[src/rtl/tile_route_pkg.sv]
// Shared definitions for the tile routing dispatcher: routing modes and
// width helpers for the packed decision record {route, tileX, tileY, score}.
package tile_route_pkg;

  typedef enum logic [1:0] {
    MODE_THRESHOLD   = 2'd0,
    MODE_FORCE_CNN   = 2'd1,
    MODE_FORCE_LIGHT = 2'd2,
    MODE_INVERTED    = 2'd3
  } route_mode_e;

  // Index width with a floor of one bit so single-entry dimensions still get a port.
  function automatic int unsigned fieldWidth(input int unsigned n);
    return (n > 1) ? $clog2(n) : 1;
  endfunction

  function automatic int unsigned scoreWidth(input int unsigned tileW, input int unsigned tileH);
    return $clog2((tileW - 1) * tileH + 1);
  endfunction

  function automatic int unsigned decisionWidth(input int unsigned tx, input int unsigned ty,
                                                input int unsigned tileW, input int unsigned tileH);
    return 1 + fieldWidth(tx) + fieldWidth(ty) + scoreWidth(tileW, tileH);
  endfunction

endpackage

[src/rtl/route_decision_fifo.sv]
// Small decision queue: register-array FIFO with the head entry driven straight
// from storage; head reads as zero while empty.
module route_decision_fifo
  import tile_route_pkg::*;
#(
  parameter int unsigned WIDTH = 8,
  parameter int unsigned DEPTH = 2
) (
  input  logic                           iClk,
  input  logic                           iRst,
  input  logic                           iPush,
  input  logic [WIDTH-1:0]               iData,
  input  logic                           iPop,
  output logic [WIDTH-1:0]               oData,
  output logic                           oFull,
  output logic                           oEmpty,
  output logic [$clog2(DEPTH+1)-1:0]     oCount
);

  localparam int unsigned PW = fieldWidth(DEPTH);
  localparam int unsigned CW = $clog2(DEPTH + 1);

  logic [WIDTH-1:0] mem [DEPTH];
  logic [PW-1:0]    wrPtr, rdPtr;
  logic [CW-1:0]    count;
  logic             doPush, doPop;

  always_comb begin
    oFull  = (count == CW'(DEPTH));
    oEmpty = (count == '0);
    doPush = iPush & ~oFull;
    doPop  = iPop & ~oEmpty;
    oData  = oEmpty ? '0 : mem[rdPtr];
    oCount = count;
  end

  always_ff @(posedge iClk or posedge iRst) begin
    if (iRst) begin
      wrPtr <= '0;
      rdPtr <= '0;
      count <= '0;
      for (int unsigned i = 0; i < DEPTH; i++) mem[i] <= '0;
    end else begin
      if (doPush) begin
        mem[wrPtr] <= iData;
        wrPtr      <= (wrPtr == PW'(DEPTH - 1)) ? '0 : wrPtr + PW'(1);
      end
      if (doPop) rdPtr <= (rdPtr == PW'(DEPTH - 1)) ? '0 : rdPtr + PW'(1);
      case ({doPush, doPop})
        2'b10:   count <= count + CW'(1);
        2'b01:   count <= count - CW'(1);
        default: count <= count;
      endcase
    end
  end

endmodule

[src/rtl/tile_route_dispatcher.sv]
// Streaming tile edge scorer: counts horizontal edge hits per tile across a band
// of tiles and queues one CNN/light routing decision per completed tile.
module tile_route_dispatcher
  import tile_route_pkg::*;
#(
  parameter int unsigned PIX_W             = 8,
  parameter int unsigned IMG_WIDTH         = 32,
  parameter int unsigned IMG_HEIGHT        = 16,
  parameter int unsigned TILE_WIDTH        = 16,
  parameter int unsigned TILE_HEIGHT       = 16,
  parameter int unsigned EDGE_THRESHOLD    = 60,
  parameter int unsigned ROUTING_THRESHOLD = 80,
  parameter int unsigned DEC_DEPTH         = IMG_WIDTH / TILE_WIDTH,
  localparam int unsigned TX  = IMG_WIDTH / TILE_WIDTH,
  localparam int unsigned TY  = IMG_HEIGHT / TILE_HEIGHT,
  localparam int unsigned TXW = fieldWidth(TX),
  localparam int unsigned TYW = fieldWidth(TY),
  localparam int unsigned SW  = scoreWidth(TILE_WIDTH, TILE_HEIGHT)
) (
  input  logic             iClk,
  input  logic             iRst,
  input  logic [PIX_W-1:0] iData,
  input  logic             iValid,
  input  logic             iSof,
  output logic             oReady,
  input  logic [1:0]       iMode,
  output logic             oDecValid,
  input  logic             iDecReady,
  output logic             oRouteToCnn,
  output logic [TXW-1:0]   oTileX,
  output logic [TYW-1:0]   oTileY,
  output logic [SW-1:0]    oScore,
  output logic             oFrameDone
);

  localparam int unsigned CW   = fieldWidth(TILE_WIDTH);
  localparam int unsigned RW   = fieldWidth(TILE_HEIGHT);
  localparam int unsigned DW   = decisionWidth(TX, TY, TILE_WIDTH, TILE_HEIGHT);
  localparam int unsigned CNTW = $clog2(DEC_DEPTH + 1);

  // Position is kept as (column-in-tile, tile column, row-in-tile, tile row) to avoid dividers.
  logic [CW-1:0]    col, colEff, colNext;
  logic [TXW-1:0]   tx, txEff, txNext;
  logic [RW-1:0]    row, rowEff, rowNext;
  logic [TYW-1:0]   ty, tyEff, tyNext;
  logic [PIX_W-1:0] prevPix;
  logic [SW-1:0]    score [TX];
  logic [SW-1:0]    baseScore, scoreNext;
  logic [PIX_W:0]   absDiff;
  logic             accept, edgeHit, tileDone, frameEnd, routeCnn, push, qFull, qEmpty;
  logic [CNTW-1:0]  qCount;
  logic [DW-1:0]    decIn, decOut;

  always_comb begin
    accept  = iValid & oReady;
    colEff  = iSof ? '0 : col;
    txEff   = iSof ? '0 : tx;
    rowEff  = iSof ? '0 : row;
    tyEff   = iSof ? '0 : ty;

    absDiff = (iData >= prevPix) ? ({1'b0, iData} - {1'b0, prevPix})
                                 : ({1'b0, prevPix} - {1'b0, iData});
    edgeHit = (colEff != '0) && (32'(absDiff) > EDGE_THRESHOLD);

    // A SoF beat sees cleared counters, so its own contribution starts from zero.
    baseScore = iSof ? '0 : score[txEff];
    scoreNext = (edgeHit && (baseScore != {SW{1'b1}})) ? baseScore + SW'(1) : baseScore;

    tileDone = (rowEff == RW'(TILE_HEIGHT - 1)) && (colEff == CW'(TILE_WIDTH - 1));
    frameEnd = tileDone && (txEff == TXW'(TX - 1)) && (tyEff == TYW'(TY - 1));

    unique case (route_mode_e'(iMode))
      MODE_THRESHOLD:   routeCnn = (32'(scoreNext) >= ROUTING_THRESHOLD);
      MODE_FORCE_CNN:   routeCnn = 1'b1;
      MODE_FORCE_LIGHT: routeCnn = 1'b0;
      MODE_INVERTED:    routeCnn = (32'(scoreNext) < ROUTING_THRESHOLD);
      default:          routeCnn = 1'b0;
    endcase

    colNext = colEff;
    txNext  = txEff;
    rowNext = rowEff;
    tyNext  = tyEff;
    if (colEff == CW'(TILE_WIDTH - 1)) begin
      colNext = '0;
      if (txEff == TXW'(TX - 1)) begin
        txNext = '0;
        if (rowEff == RW'(TILE_HEIGHT - 1)) begin
          rowNext = '0;
          tyNext  = (tyEff == TYW'(TY - 1)) ? '0 : tyEff + TYW'(1);
        end else begin
          rowNext = rowEff + RW'(1);
        end
      end else begin
        txNext = txEff + TXW'(1);
      end
    end else begin
      colNext = colEff + CW'(1);
    end

    oReady = ~iRst & (qCount < CNTW'(DEC_DEPTH));
    push   = accept & tileDone & ~qFull;
    decIn  = {routeCnn, txEff, tyEff, scoreNext};
  end

  always_ff @(posedge iClk or posedge iRst) begin
    if (iRst) begin
      col        <= '0;
      tx         <= '0;
      row        <= '0;
      ty         <= '0;
      prevPix    <= '0;
      oFrameDone <= 1'b0;
      for (int unsigned i = 0; i < TX; i++) score[i] <= '0;
    end else begin
      oFrameDone <= accept & frameEnd;
      if (accept) begin
        col     <= colNext;
        tx      <= txNext;
        row     <= rowNext;
        ty      <= tyNext;
        prevPix <= iData;
        if (iSof) begin
          for (int unsigned i = 0; i < TX; i++) score[i] <= '0;
        end
        score[txEff] <= tileDone ? '0 : scoreNext;
      end
    end
  end

  route_decision_fifo #(
    .WIDTH (DW),
    .DEPTH (DEC_DEPTH)
  ) uDecisionFifo (
    .iClk   (iClk),
    .iRst   (iRst),
    .iPush  (push),
    .iData  (decIn),
    .iPop   (iDecReady),
    .oData  (decOut),
    .oFull  (qFull),
    .oEmpty (qEmpty),
    .oCount (qCount)
  );

  always_comb begin
    oDecValid = ~qEmpty;
    {oRouteToCnn, oTileX, oTileY, oScore} = decOut;
  end

endmodule

[config.mk]
export PLATFORM = sky130hd
export DESIGN_NAME = tile_route_dispatcher
export DESIGN_NICKNAME = d
export VERILOG_FILES = /design/src/rtl/tile_route_pkg.sv /design/src/rtl/route_decision_fifo.sv /design/src/rtl/tile_route_dispatcher.sv
export SDC_FILE = /design/constraint.sdc
export NUM_CORES = 1
export LEC_CHECK = 0
export ABC_AREA = 1
export CAP_MARGIN = 15
export CORE_ASPECT_RATIO = 0.9
export CORE_UTILIZATION = 60
export DETAILED_ROUTE_END_ITERATION = 10
export PLACE_DENSITY = 0.79
export SYNTH_ARGS = -nofsm -noshare
export SYNTH_HDL_FRONTEND = slang
export SYNTH_SLANG_ARGS = --single-unit
export TNS_END_PERCENT = 10
[constraint.sdc]
create_clock -name iClk -period 3.3 [get_ports iClk]
set_input_delay 0.66 -clock iClk [delete_from_list [all_inputs] [get_ports iClk]]
set_output_delay 0.66 -clock iClk [all_outputs]
set_load 0.02 [all_outputs]
==> results of run 1 <==
kinds of logic (layout without fill, tap and decap cells):
logic type	count (synthesis)	count (layout)
AND/OR/NAND/NOR	238	238
buffers and inverters	118	178
AO/OA/AOI/OAI	96	96
flip-flops	61	61
adder cells (fa/ha/maj)	23	23
XOR/XNOR	10	10
multiplexers	5	5
metal layers:
metal,vias to the layer above,GRT usage
met3,8,0.0671
met5,-,0
met2,132,0.461
met1,1709,0.356
met4,0,0.0540
li1,1849,-
layout make-up:
cell class | instances | area [um^2] | share of cell area
clock buffers | 10 | 138 | 0.0280
well taps | 90 | 113 | 0.0229
clock inverters | 6 | 62.6 | 0.0127
repair buffers | 60 | 533 | 0.108
inverters | 102 | 383 | 0.0779
multi-input cells | 372 | 2160 | 0.439
flip-flops and latches | 61 | 1530 | 0.311
worst max path at each step:
stage	endpoint	slack [ns]	cells past startpoint
6_report	uDecisionFifo.mem[21]$_DFFE_PP0P_	0.20	22
5_1_grt	score[11]$_DFFE_PP0P_	-0.01	18
4_1_cts	score[11]$_DFFE_PP0P_	0.20	18
3_5_place_dp	score[11]$_DFFE_PP0P_	-0.16	18
3_3_place_gp	score[11]$_DFFE_PP0P_	-0.03	17
2_1_floorplan	score[11]$_DFFE_PP0P_	0.61	17
per-stage QoR:
stage,TNS (ns),hold slack [ns],area (um^2),setup slack [ns]
floorplan,0,0.437,4140,0.612
global placement,-0.0716,0.452,4670,-0.0255
detailed placement,-1.25,0.463,4670,-0.157
CTS,0,0.478,4870,0.198
global route,-0.0130,0.492,4910,-0.0130
finish,0,0.478,4910,0.200
registers in the layout (all words and copies together), names as in the netlist:
name / count
uDecisionFifo.rdPtr: 1
score: 16
uDecisionFifo.oCount: 2
uDecisionFifo.mem: 22
col: 4
oFrameDone: 1
ty: 1
prevPix: 8
row: 4
uDecisionFifo.wrPtr: 1
tx: 1
what timing repair did:
item,in CTS,in global routing
setup endpoints to repair,0,4
setup buffers,0,2
gates resized for setup,0,8
placed cells by master (no fill, tap or decap), types with 6 or more instances in the layout:
cell type,n
inv_2,6
o21ai_0,41
buf_4,31
nand3_1,33
nand4_1,7
ha_1,20
o22ai_1,6
clkdlybuf4s50_1,28
o22ai_4,7
dfrtp_1,61
a21oi_1,29
inv_1,96
nand2_1,144
clkbuf_8,10
nor2_1,33
power groups by stage:
stage	sequential, W	clock (W)	combinational [W]
2_1_floorplan	0.000981	0	0.00148
3_3_place_gp	0.00103	0	0.00202
3_5_place_dp	0.00104	0	0.00208
4_1_cts	0.00103	0.000671	0.00210
5_1_grt	0.00105	0.000704	0.00243
6_report	0.00102	0.000665	0.00218
==> results by group, run 1 <==
Timing
  – Worst relative slew slack: 0.547
  – Fmax achieved: around 320 MHz
  – Worst Skew: 0.00607 ns
  – Final Hold Fails: 0
  – Tightest Pin Transition: around 0.68 ns
  – Final Setup Violations: 0
  – Final slew viol count: 0
  – Tmin final: 3.10 ns
  – Period utilisation layout: 0.940

Pwr
  – Combinational cell fraction of total power: 0.563
  – LEAKAGE: 2.48 nW
  – Int Power: around 0.0022 W
  – Sequential share of power: 0.265
  – PwrDens: ~790 mW/mm^2
  – Final Power: 0.00387 W
  – Sw Share: 0.441
  – Worst vdd ir: approximately 0.39 mV
  – Sw Pwr: 0.00171 W
  – Clock power share: 0.172

Synthesis
  – Cell Area, Synth: between 0.004 and 0.005 mm^2
  – Async S/R FF share, synth: 1.00
  – Largest family of logic cells by synthesized area: simple AND/OR/NAND/NOR gates
  – Commonest cells post-synth: 147 x nand2_1, 97 x inv_1, 61 x dfrtp_1
  – Compound-cell area share of the yosys netlist: 0.155
  – Avg Inst Size Synth: 7.51 um^2
  – Post-Synth Simple-Gate Area: 0.252
  – Synth top area cells: dfrtp_1 37%, nand2_1 13%, inv_1 8.8%, ha_1 6.4%, o21ai_0 5.1%
  – Synth Area in Adders: 0.0732
  – Most used DFF post-synth: dfrtp_1
  – Seq cells post-synth: 61
  – EDFF count, synth: 0
  – Most frequent cell after synthesis: nand2_1
  – Post-synthesis mux area share: 0.0121
  – Cells after Synth: 551
  – Register area share after synthesis: 0.369
  – Post-synth top area share: 0.369
  – Synth area leader: dfrtp_1
  – Synth unique cells: 38
  – Syn Nets: around 590
  – XOR/XNOR Fraction of Synth Area: 0.0230
  – Syn. warnings: 0

Floorplan
  – Starting Density: 0.625
  – Placeable core area: roughly 0.0066 mm^2
  – Die X: 89.5 um
  – Die Y: roughly 81 um
  – Die ar.: between 0.007 and 0.008 mm^2
  – Ports: 29
  – Cell row count: 28

Setup path
  – Critical Path, Cell by Cell: clkdlybuf4s50_1, inv_1, ha_2, fa_1, nand2_1, o21ai_0, a21oi_1, nand3_1, nor2_1, nand2_1, nand2_1, nand2_1, nand2_4, nand2_8, nand2_1, o21ai_4, inv_2, nand2_1, nand2_1, nand2_1, nand2_1, nand2_1
  – CP delay by family, top: simple AND/OR/NAND/NOR gates
  – Startpoint types: primary input
  – Crit. Startpoint: iData[0]
  – R2r setup slk: 0.64 ns
  – Worst Reg-to-Reg Cells: 21
  – Setup CP Type: primary input to flop
  – Endpoint required time on the critical path: between 3 and 4 ns
  – CP bufs+invs: 3
  – Crit-path max cell delay: 0.49 ns
  – Cell mode on critical path: nand2_1
  – CP endpoint kind: flop
  – Slowest stage cell on the critical path: clkdlybuf4s50_1
  – Reg2Reg Capture Point: uDecisionFifo.mem[21]$_DFFE_PP0P_
  – Critical register-to-register path startpoint: prevPix[0]$_DFFE_PP0P_
  – Worst-path maximum fanout: 9
  – CP Data Arrival Time: around 3.3 ns

Placement
  – GPL Wtd Cong: between 0.9 and 1
  – Placed Cells: 683
  – Port Buffers: 28
  – DPL Wire Length: 6.82 mm

Route
  – Iteration-0 DRC count of the detailed router: approximately 290
  – Uppermost layer routed: met4
  – Vias: 3698
  – WL/cell: about 13 um
  – Final ANT Viol Nets: 0
  – DR DRC count: 0
  – Drt pass-1 iters: 7
  – Via density: roughly 5.3
  – DRT Wirelength: just over 9 mm
  – Met2 routed WL: ~4.3 mm
  – Wire length on met3: 509 um
  – WL met1: 4.28 mm

Min path
  – Hold endpoint: row[0]$_DFFE_PP0P_
  – Hold wc startpoint: row[0]$_DFFE_PP0P_
  – Hold Path Stages: 1
  – Hold Path Class: flop to flop

Layout
  – Layout area overhead: 18.7%
  – Ant. Diodes: 0
  – Final core occ: 0.742
  – Share of cells above drive strength 1: 0.141
  – Filler Cells Inserted: slightly below 500
  – Final Non-Filler Cells: between 700 and 800
  – Fin nets: approximately 640

Global routing
  – Pin count of the biggest net entering global routing: 33
  – Vias in the first global route: ~3400
  – Gr ovfl total: 0
  – Global-route wire length before repair: ~15 mm
  – GRT Util Overall: 0.272
  – Initial antenna violation count: 0

CTS
  – Root buf cell: clkbuf_8
  – Maximum buffer depth of the clock tree: 2
  – Clk_lat worst skew: around 0.34 ns
  – CTS tree: built
  – Reg clk slew, reported paths: approximately 0.07 ns
  – Hold buffers post-CTS: 0
  – H-Tree Depth: 3
  – Sink Count: 61
  – Cts bufs inserted: 9

Status
  – Status: complete, no violations

Job
  – Number of max-cap violations: 0
(Power assumes the default switching activity.)
==> run 2, diff against run 1 <==
--- a/config.mk
+++ b/config.mk
@@ -10,7 +10,9 @@
 export CORE_ASPECT_RATIO = 0.9
 export CORE_UTILIZATION = 60
 export DETAILED_ROUTE_END_ITERATION = 10
+export HOLD_SLACK_MARGIN = 0.03
 export PLACE_DENSITY = 0.79
+export SLEW_MARGIN = 15
 export SYNTH_ARGS = -nofsm -noshare
 export SYNTH_HDL_FRONTEND = slang
 export SYNTH_SLANG_ARGS = --single-unit
==> results of run 2 <==
Final layout, timing and power as in run 1 (identical DEF).
